<file path="src/rtl/zoom_out_ctrl.sv">
// Frame sequencer for the nearest-neighbour zoom-out datapath: per output row it
// streams one source row into the line buffer, then writes the decimated row out.
module zoom_out_ctrl #(
  parameter int largura = 320,
  parameter int altura  = 240,
  parameter int fator   = 2,
  parameter int ADDR_W  = 17,
  localparam int OW  = largura / fator,
  localparam int OH  = altura / fator,
  localparam int CW  = (largura > 1) ? $clog2(largura) : 1,
  localparam int OCW = (OW > 1) ? $clog2(OW) : 1,
  localparam int RW  = (OH > 1) ? $clog2(OH) : 1
) (
  input  logic              clk,
  input  logic              reset,
  input  logic              start,
  output logic              busy,
  output logic              done,
  output logic              src_rd_en,
  output logic [ADDR_W-1:0] src_addr,
  input  logic [7:0]        src_data,
  output logic              lb_wr_en,
  output logic [CW-1:0]     lb_wr_idx,
  output logic [7:0]        lb_wr_data,
  output logic [OCW-1:0]    pix_sel_idx,
  input  logic [7:0]        pix_sel_data,
  output logic              dst_wr_en,
  output logic [ADDR_W-1:0] dst_addr,
  output logic [7:0]        dst_data,
  input  logic              dst_ready
);

  typedef enum logic [2:0] {
    S_IDLE  = 3'd0,
    S_READ  = 3'd1,
    S_DRAIN = 3'd2,
    S_WRITE = 3'd3,
    S_NEXT  = 3'd4,
    S_DONE  = 3'd5
  } state_t;

  localparam logic [CW-1:0]     COL_LAST  = CW'(largura - 1);
  localparam logic [OCW-1:0]    OCOL_LAST = OCW'(OW - 1);
  localparam logic [RW-1:0]     OROW_LAST = RW'(OH - 1);
  localparam logic [ADDR_W-1:0] SROW_STEP = ADDR_W'(fator * largura);
  localparam logic [ADDR_W-1:0] DROW_STEP = ADDR_W'(OW);

  state_t state_q, state_d;
  logic [CW-1:0]     col_q, col_d;
  logic [OCW-1:0]    ocol_q, ocol_d;
  logic [RW-1:0]     orow_q, orow_d;
  // Row base addresses are accumulated so no multiplier is needed.
  logic [ADDR_W-1:0] sbase_q, sbase_d;
  logic [ADDR_W-1:0] dbase_q, dbase_d;

  logic              busy_q, busy_d;
  logic              done_q, done_d;
  logic              src_rd_en_q, src_rd_en_d;
  logic [ADDR_W-1:0] src_addr_q, src_addr_d;
  logic              lb_wr_en_q, lb_wr_en_d;
  logic [CW-1:0]     lb_wr_idx_q, lb_wr_idx_d;
  logic [7:0]        lb_wr_data_q, lb_wr_data_d;
  logic [OCW-1:0]    pix_sel_idx_q, pix_sel_idx_d;
  logic              dst_wr_en_q, dst_wr_en_d;
  logic [ADDR_W-1:0] dst_addr_q, dst_addr_d;

  // Next-state and counter update logic
  always_comb begin
    state_d = state_q;
    col_d   = col_q;
    ocol_d  = ocol_q;
    orow_d  = orow_q;
    sbase_d = sbase_q;
    dbase_d = dbase_q;
    case (state_q)
      S_IDLE: begin
        if (start) begin
          state_d = S_READ;
          col_d   = '0;
          orow_d  = '0;
          sbase_d = '0;
          dbase_d = '0;
        end else begin
          state_d = S_IDLE;
        end
      end
      S_READ: begin
        if (col_q == COL_LAST) begin
          state_d = S_DRAIN;
        end else begin
          col_d = col_q + CW'(1);
        end
      end
      S_DRAIN: begin
        state_d = S_WRITE;
        ocol_d  = '0;
      end
      S_WRITE: begin
        if (dst_wr_en_q && dst_ready) begin
          if (ocol_q == OCOL_LAST) begin
            state_d = S_NEXT;
          end else begin
            ocol_d = ocol_q + OCW'(1);
          end
        end else begin
          state_d = S_WRITE;
        end
      end
      S_NEXT: begin
        if (orow_q == OROW_LAST) begin
          state_d = S_DONE;
        end else begin
          state_d = S_READ;
          orow_d  = orow_q + RW'(1);
          col_d   = '0;
          sbase_d = sbase_q + SROW_STEP;
          dbase_d = dbase_q + DROW_STEP;
        end
      end
      S_DONE:  state_d = S_IDLE;
      default: state_d = S_IDLE;
    endcase
  end

  // Output values for the coming cycle, decoded from the next state
  always_comb begin
    busy_d      = (state_d != S_IDLE);
    done_d      = (state_d == S_DONE);
    src_rd_en_d = (state_d == S_READ);
    dst_wr_en_d = (state_d == S_WRITE);
    if (src_rd_en_d) begin
      src_addr_d = sbase_d + ADDR_W'(col_d);
    end else begin
      src_addr_d = '0;
    end
    if (dst_wr_en_d) begin
      dst_addr_d    = dbase_d + ADDR_W'(ocol_d);
      pix_sel_idx_d = ocol_d;
    end else begin
      dst_addr_d    = '0;
      pix_sel_idx_d = '0;
    end
    // The pixel read this cycle lands in the line buffer next cycle.
    lb_wr_en_d = src_rd_en_q;
    if (src_rd_en_q) begin
      lb_wr_idx_d  = col_q;
      lb_wr_data_d = src_data;
    end else begin
      lb_wr_idx_d  = '0;
      lb_wr_data_d = 8'h00;
    end
  end

  // State, counters and registered outputs
  always_ff @(posedge clk or negedge reset) begin
    if (!reset) begin
      state_q       <= S_IDLE;
      col_q         <= '0;
      ocol_q        <= '0;
      orow_q        <= '0;
      sbase_q       <= '0;
      dbase_q       <= '0;
      busy_q        <= 1'b0;
      done_q        <= 1'b0;
      src_rd_en_q   <= 1'b0;
      src_addr_q    <= '0;
      lb_wr_en_q    <= 1'b0;
      lb_wr_idx_q   <= '0;
      lb_wr_data_q  <= 8'h00;
      pix_sel_idx_q <= '0;
      dst_wr_en_q   <= 1'b0;
      dst_addr_q    <= '0;
    end else begin
      state_q       <= state_d;
      col_q         <= col_d;
      ocol_q        <= ocol_d;
      orow_q        <= orow_d;
      sbase_q       <= sbase_d;
      dbase_q       <= dbase_d;
      busy_q        <= busy_d;
      done_q        <= done_d;
      src_rd_en_q   <= src_rd_en_d;
      src_addr_q    <= src_addr_d;
      lb_wr_en_q    <= lb_wr_en_d;
      lb_wr_idx_q   <= lb_wr_idx_d;
      lb_wr_data_q  <= lb_wr_data_d;
      pix_sel_idx_q <= pix_sel_idx_d;
      dst_wr_en_q   <= dst_wr_en_d;
      dst_addr_q    <= dst_addr_d;
    end
  end

  assign busy        = busy_q;
  assign done        = done_q;
  assign src_rd_en   = src_rd_en_q;
  assign src_addr    = src_addr_q;
  assign lb_wr_en    = lb_wr_en_q;
  assign lb_wr_idx   = lb_wr_idx_q;
  assign lb_wr_data  = lb_wr_data_q;
  assign pix_sel_idx = pix_sel_idx_q;
  assign dst_wr_en   = dst_wr_en_q;
  assign dst_addr    = dst_addr_q;
  // Decimated pixel comes back combinationally for the held pix_sel_idx.
  assign dst_data    = dst_wr_en_q ? pix_sel_data : 8'h00;

endmodule

</file>
<file path="config.mk">
export PLATFORM = sky130hd
export DESIGN_NAME = zoom_out_ctrl
export DESIGN_NICKNAME = d
export VERILOG_FILES = /design/src/rtl/zoom_out_ctrl.sv
export SDC_FILE = /design/constraint.sdc
export NUM_CORES = 1
export LEC_CHECK = 0
export CAP_MARGIN = 20
export CORE_ASPECT_RATIO = 0.5
export CORE_MARGIN = 3
export CORE_UTILIZATION = 50
export DETAILED_ROUTE_END_ITERATION = 8
export GPL_ROUTABILITY_DRIVEN = 0
export PLACE_DENSITY = 0.79
export SLEW_MARGIN = 20
export SYNTH_ARGS = -nofsm -noshare
export SYNTH_HDL_FRONTEND = slang
export SYNTH_SLANG_ARGS = --single-unit
</file>
<file path="constraint.sdc">
create_clock -name clk -period 4.65 [get_ports clk]
set_clock_uncertainty 0.1 [all_clocks]
set_input_delay 0.465 -clock clk [delete_from_list [all_inputs] [get_ports clk]]
set_output_delay 0.465 -clock clk [all_outputs]
set_load 0.1 [all_outputs]
</file>
* After elaboration in Yosys (flattened, before gate mapping)
Index checks and enable logic that the tools add are counted.
** Word-level totals
- Bits in registers :: 125
- Input bits :: 20
- Output and inout port bits :: 72
- Word-level logic and storage cells :: 68
** Operators by class
- $add $sub $neg :: 7
- Equal/unequal tests :: 12
- Muxes and demuxes :: 28
- Reductions and logical operators :: 5
** Operator list (number)
- two-way mux 17 bit :: 6
- one-hot mux 17 bit (2 select lines) :: 2
- two-way mux 8 bit :: 5
- two-way mux 9 bit :: 4
- one-hot mux 9 bit (3 select lines) :: 1
- adder 17 x 10 -> 17 bit (second input constant) :: 1
- adder 17 x 8 -> 17 bit :: 1
- adder 17 x 8 -> 17 bit (second input constant) :: 1
- adder 17 x 9 -> 17 bit :: 1
- one-hot mux 8 bit (2 select lines) :: 1
- one-hot mux 3 bit (5 select lines) :: 1
- two-way mux 7 bit :: 2
- one-hot mux 7 bit (2 select lines) :: 1
- two-way mux 3 bit :: 4
- adder 9 x 1 -> 9 bit (second input constant) :: 1
- equality test 3 x 2 -> 1 bit (second input constant) :: 3
- equality test 9 bit (second input constant) :: 1
- adder 8 x 1 -> 8 bit (second input constant) :: 1
- equality test 8 bit (second input constant) :: 1
- adder 7 x 1 -> 7 bit (second input constant) :: 1
- equality test 7 bit (second input constant) :: 1
- equality test 3 x 1 -> 1 bit (second input constant) :: 2
- equality test 3 bit (second input constant) :: 2
- inequality test 2 bit (second input constant) :: 2
- 6 further kinds :: 6

* Longest topological paths before layout
- Word-level depth :: 6
- Mapped depth :: 18
- Depth with buffers taken out :: 18

* Least setup slack after synthesis
No wires, ideal clock.
- Path kind :: register to register
- Start :: reg dst_wr_en_q, in the netlist dst_wr_en
- End :: reg dst_addr_q[16], in the netlist dst_addr[16]
- Data arrival time :: 3.742 ns
- Data required time :: 4.431 ns
- Path slack :: 0.689 ns
- Stages on the path, launching flop included :: 15
- Buffers on the path :: 0
- Clock period less this slack :: 3.961 ns
- Cells stage by stage :: dfrtp_1 nand2_1 o21bai_1 nor2_1 nand2_1 xor2_1 nor2_1 ha_1 nor2b_1 o21ai_0 a21oi_1 o41ai_1 and4bb_1 and4_1 o21a_1
** On the way
- Cells in the longest elaborated chain, start to end :: 5
- Elaborated cells on any way between the ends :: 8
** Ends and longest elaborated chain
- start, declared :: line 64 : logic dst_wr_en_q, dst_wr_en_d;
- start signal, assigned :: line 188 : dst_wr_en_q <= dst_wr_en_d;
- logical AND 1 bit :: line 99 : if (dst_wr_en_q && dst_ready) begin
- two-way mux 8 bit :: line 99
- one-hot mux 8 bit (2 select lines) :: line 75 : case (state_q)
- net ocol_d[2] :: line 50 : logic [OCW-1:0] ocol_q, ocol_d;
- adder 17 x 8 -> 17 bit :: line 137 : dst_addr_d = dbase_d + ADDR_W'(ocol_d);
- two-way mux 17 bit :: line 136 : if (dst_wr_en_d) begin
- net dst_addr_d[16] :: line 65 : logic [ADDR_W-1:0] dst_addr_q, dst_addr_d;
- end signal, assigned :: line 189 : dst_addr_q <= dst_addr_d;
- end, declared :: line 65
The timed path passes the listed nets, and every way through them passes these cells.
A chain may end at the register's enable or synchronous reset.

* Final worst setup path
- Start :: reg col_q[0]
- End :: reg src_addr_q[16], in the netlist src_addr[16]
** On the way
- Cells in the longest elaborated chain, start to end :: 5
- Elaborated cells on any way between the ends :: 11
** Ends and longest elaborated chain
- start, declared :: line 49 : logic [CW-1:0] col_q, col_d;
- start signal, assigned :: line 175 : col_q <= col_d;
- adder 9 x 1 -> 9 bit or equality test 9 bit (tied branches) :: line 91, 88
- two-way mux 9 bit :: line 88 : if (col_q == COL_LAST) begin
- one-hot mux 9 bit (3 select lines) (*) :: line 75
- net col_d[0] :: line 49
- adder 17 x 9 -> 17 bit (*) :: line 132 : src_addr_d = sbase_d + ADDR_W'(col_d);
- two-way mux 17 bit (*) :: line 131 : if (src_rd_en_d) begin
- net src_addr_d[16] :: line 59 : logic [ADDR_W-1:0] src_addr_q, src_addr_d;
- end signal, assigned :: line 183 : src_addr_q <= src_addr_d;
- end, declared :: line 59
Mark *: on every way through the listed nets, which the timed path passes. The rest lies on a longest branch.

==> out/metrics.csv <==
stage;metric;value;unit
outcome;run_status;completed;
sta;setup_viol;0;
clock_network;clk_pin_slew;0.06;ns
placed_design;port_buffers;91;
floorplan;initial_core_util;53.06;%
pwr;p_comb_share;25.7;%
sta;tns;0;ns
critical_path;crit_path_end_kind;flop;
pwr;power-per-cell-area;435.3;nW/um^2
placed_design;hpwl;10050;um
critical_path;cp-startpoint;col_q[0]$_DFF_PN0_;
routing;drt-pass1-iter-count;5;
clock_network;cts_tree;built;
global_routing;grt_pass1_vias;4879;
run;drv_cap;0;
clock_network;cts-root-buf;clkbuf_16;
placed_design;dpl-instance-area;7149;um^2
clock_network;clk_latency;0.42;ns
floorplan;dieHeight;83.61;um
sta;hold_viol;0;
hold_path;hp-start;dbase_q[0]$_DFF_PN0_;
clock_network;cts.sinks;125;
yosys;ys_seq_elements;125;
critical_path;crit_required;4.89;ns
sta;slew_violations;0;
clock_network;cts_made_buffers;17;
sta;slew_headroom;32.79;%
hold_path;hold_class;flop to flop;
routing;ant_nets;0;
critical_path;crit_type;flop to flop;
floorplan;core;11350;um^2
critical_path;r2r_setup_slack;0.29;ns
yosys;synth_top_family_by_area;simple AND/OR/NAND/NOR gates;
pwr;pwr-share-seq;37.3;%
finish;layout_common_cells;dfrtp_1, clkdlybuf4s50_1, nor2_1;
global_routing;grt_overflow;0;
hold_path;hold_depth;1;
floorplan;fp.dieArea;13480;um^2
global_routing;grt_pass1_wl;24630;um
pwr;p_leak;3.439;nW
finish;drive_above_1_share;9.483;%
critical_path;ff2ff_path_depth;18;
critical_path;r2r-start;col_q[0]$_DFF_PN0_;
yosys;ys_seq_area_share;51.93;%
pwr;switching_share;37.33;%
sta;period_minus_slack;4.357;ns
yosys;muxShareOfSynthArea;0.3324;%
routing;postRouteWirelength;14640;um
sta;fin_crit_sh;93.69;%
yosys;synth_flop_cell;dfrtp_1;
clock_network;cts_setup_buffers;0;
yosys;synthXorXnorAreaFrac;3.199;%
pwr;ir_drop;0.5197;mV
yosys;netlist_instances;574;
hold_path;holdPathEnd;dbase_q[0]$_DFF_PN0_;
global_routing;antenna_found_initial;0;
floorplan;io-pin-count;92;
pwr;p_switching;0.001254;W
global_routing;track_usage;22.65;%
routing;viasPerCell;5.671;
finish;final_common_cell;dfrtp_1;
finish;nets;727;
finish;antennaDiodeCount;0;
floorplan;die_w;161.2;um
routing;drcViolationCount;0;
floorplan;rows;27;
clock_network;cts_buffer_depth;2;
sta;rsz0062_at_grt;false;
yosys;synth_compound_area_share;16.56;%
routing;vias;4849;
yosys;ys_async_sr_fraction;100.0;%
sta;fmax;0.2295;GHz
yosys;synthAdderAreaFrac;5.235;%
pwr;p_int;0.002105;W
yosys;synth_edf_count;0;
finish;fin_area;7716;um^2
routing;drt-wirelength-per-cell;17.12;um
critical_path;worstPathArrival;4.59;ns
critical_path;rr_endpoint;src_addr[16]$_DFF_PN0_;
global_routing;grt_max_degree;53;
clock_network;h-tree-depth;4;
critical_path;critPathMaxFanout;8;
finish;syn_to_final_growth;28.11;%
critical_path;startpoint_type;flop;
pwr;p_clk_share;37.0;%
yosys;syn_area;6023;um^2
yosys;syn_nets;618;
yosys;synth_cell_types;68;
yosys;postSynthAreaPerCell;10.49;um^2
sta;tightest_slew;1.005;ns
routing;drtIter0Drc;331;
yosys;ys_warn_count;0;
yosys;synth-simple-area-share;20.63;%
## synthesized netlist by cell type, types with 3 or more instances
cell	n	share of area (%)
dfrtp_1	125	52
nor2_1	63	3.9
and2_1	44	4.6
o21ai_0	41	3.4
nand2_1	35	2.2
a21oi_1	27	2.2
ha_1	22	4.6
xor2_1	17	2.5
nand3_1	14	1.2
inv_1	13	0.81
nor3_1	12	1.0
nand4_1	11	1.1
a31oi_1	10	1.0
a21o_1	8	1.0
nand2b_1	8	0.83
a22o_1	7	1.0
and3_1	7	0.73
o21a_1	7	0.87
or3_1	7	0.73
buf_2	6	0.50
clkbuf_1	6	0.37
a41oi_1	5	0.73
nor2b_1	5	0.52
xnor2_1	5	0.73
a211oi_1	4	0.50
nor3b_1	3	0.37
o21ai_1	3	0.25
o31a_1	3	0.44
o31ai_1	3	0.37
or2_2	3	0.31
## metrics by stage
stage / total power (W) / hold WS [ns] / worst slack [ns] / utilization, % / cells
3_3_place_gp: 0.002121 / 0.3504 / 0.5156 / 62.99 / 822
6_report: 0.003359 / 0.3943 / 0.2934 / 67.98 / 855
4_1_cts: 0.003365 / 0.3932 / 0.2070 / 67.92 / 855
2_1_floorplan: 0.001889 / 0.06941 / 0.6894 / - / 574
5_1_grt: 0.003482 / 0.4009 / 0.01714 / 67.98 / 855
3_5_place_dp: 0.002123 / 0.3564 / 0.3112 / 62.99 / 822
## what timing repair did
| action | in CTS | in global routing |
|---|---|---|
| hold endpoints to repair | 35 | 0 |
| hold buffers | 1 | 0 |
| gates resized for setup | 0 | 1 |
| endpoints found under the setup margin | 0 | 1 |
## power by group through the flow
stage	Clock, W	Combinational [W]	Sequential, W
global route	0.00130	0.000912	0.00127
global placement	0	0.000855	0.00127
floorplan	0	0.000213	0.00168
finish	0.00124	0.000864	0.00125
detailed placement	0	0.000857	0.00127
CTS	0.00125	0.000867	0.00125
## state kept, by name, indices dropped and copies added (netlist names)
signal	cells
ocol_q	8
dbase_q	17
src_rd_en	1
lb_wr_data	8
state_q	3
pix_sel_idx	8
done	1
dst_addr	17
dst_wr_en	1
col_q	9
sbase_q	17
orow_q	7
src_addr	17
lb_wr_idx	9
lb_wr_en	1
busy	1
## worst max-delay path, stage by stage (launching register included)
cell and delay (ns):
dfrtp_1 0.40, ha_1 0.18, nand2_1 0.10, nor2_1 0.25, nor4bb_2 0.51, nand2_1 0.18, nand2_1 0.14, nand2_1 0.06
o21ai_0 0.11, ha_1 0.22, inv_1 0.06, fa_1 0.38, nor2b_1 0.20, o31a_1 0.22, o31a_1 0.19, nor2_1 0.06
o21a_1 0.24, or4_1 0.48, a21oi_1 0.18
## cell type report
type                            instances  area (um^2)
Fill cell                             850         3635
Sequential cell                       125         3128
Multi-Input combinational cell        421         2774
Timing Repair Buffer                  105         1016
Clock buffer                           18        439.2
Tap cell                              159        198.9
Clock inverter                         14        111.4
Inverter                               13        48.80
## cell families after synthesis
kind of cell | Yosys count
buf+inv | 28
flops | 125
fa+ha+maj | 24
simple gates | 230
compound gates | 143
mux | 2
xor+xnor | 22
## worst max-delay path by stage
stage / endpoint / slack, ns / cells past startpoint
final: src_addr[16]$_DFF_PN0_ / 0.29 / 18
after global routing: src_addr[16]$_DFF_PN0_ / 0.02 / 18
after CTS: src_addr[16]$_DFF_PN0_ / 0.21 / 18
after detailed placement: src_addr[16]$_DFF_PN0_ / 0.31 / 18
after global placement: dst_addr[16]$_DFF_PN0_ / 0.52 / 14
after floorplan: dst_addr[16]$_DFF_PN0_ / 0.69 / 14
## routing by layer
layer,wire (um),global-route usage [%],vias to the layer above
li1,-,-,2278
met1,6825,31.18,2395
met2,6898,36.24,159
met3,772,4.856,17
met4,142,7.026,0
met5,0,0,-
Power figures use the tool's default switching activity.
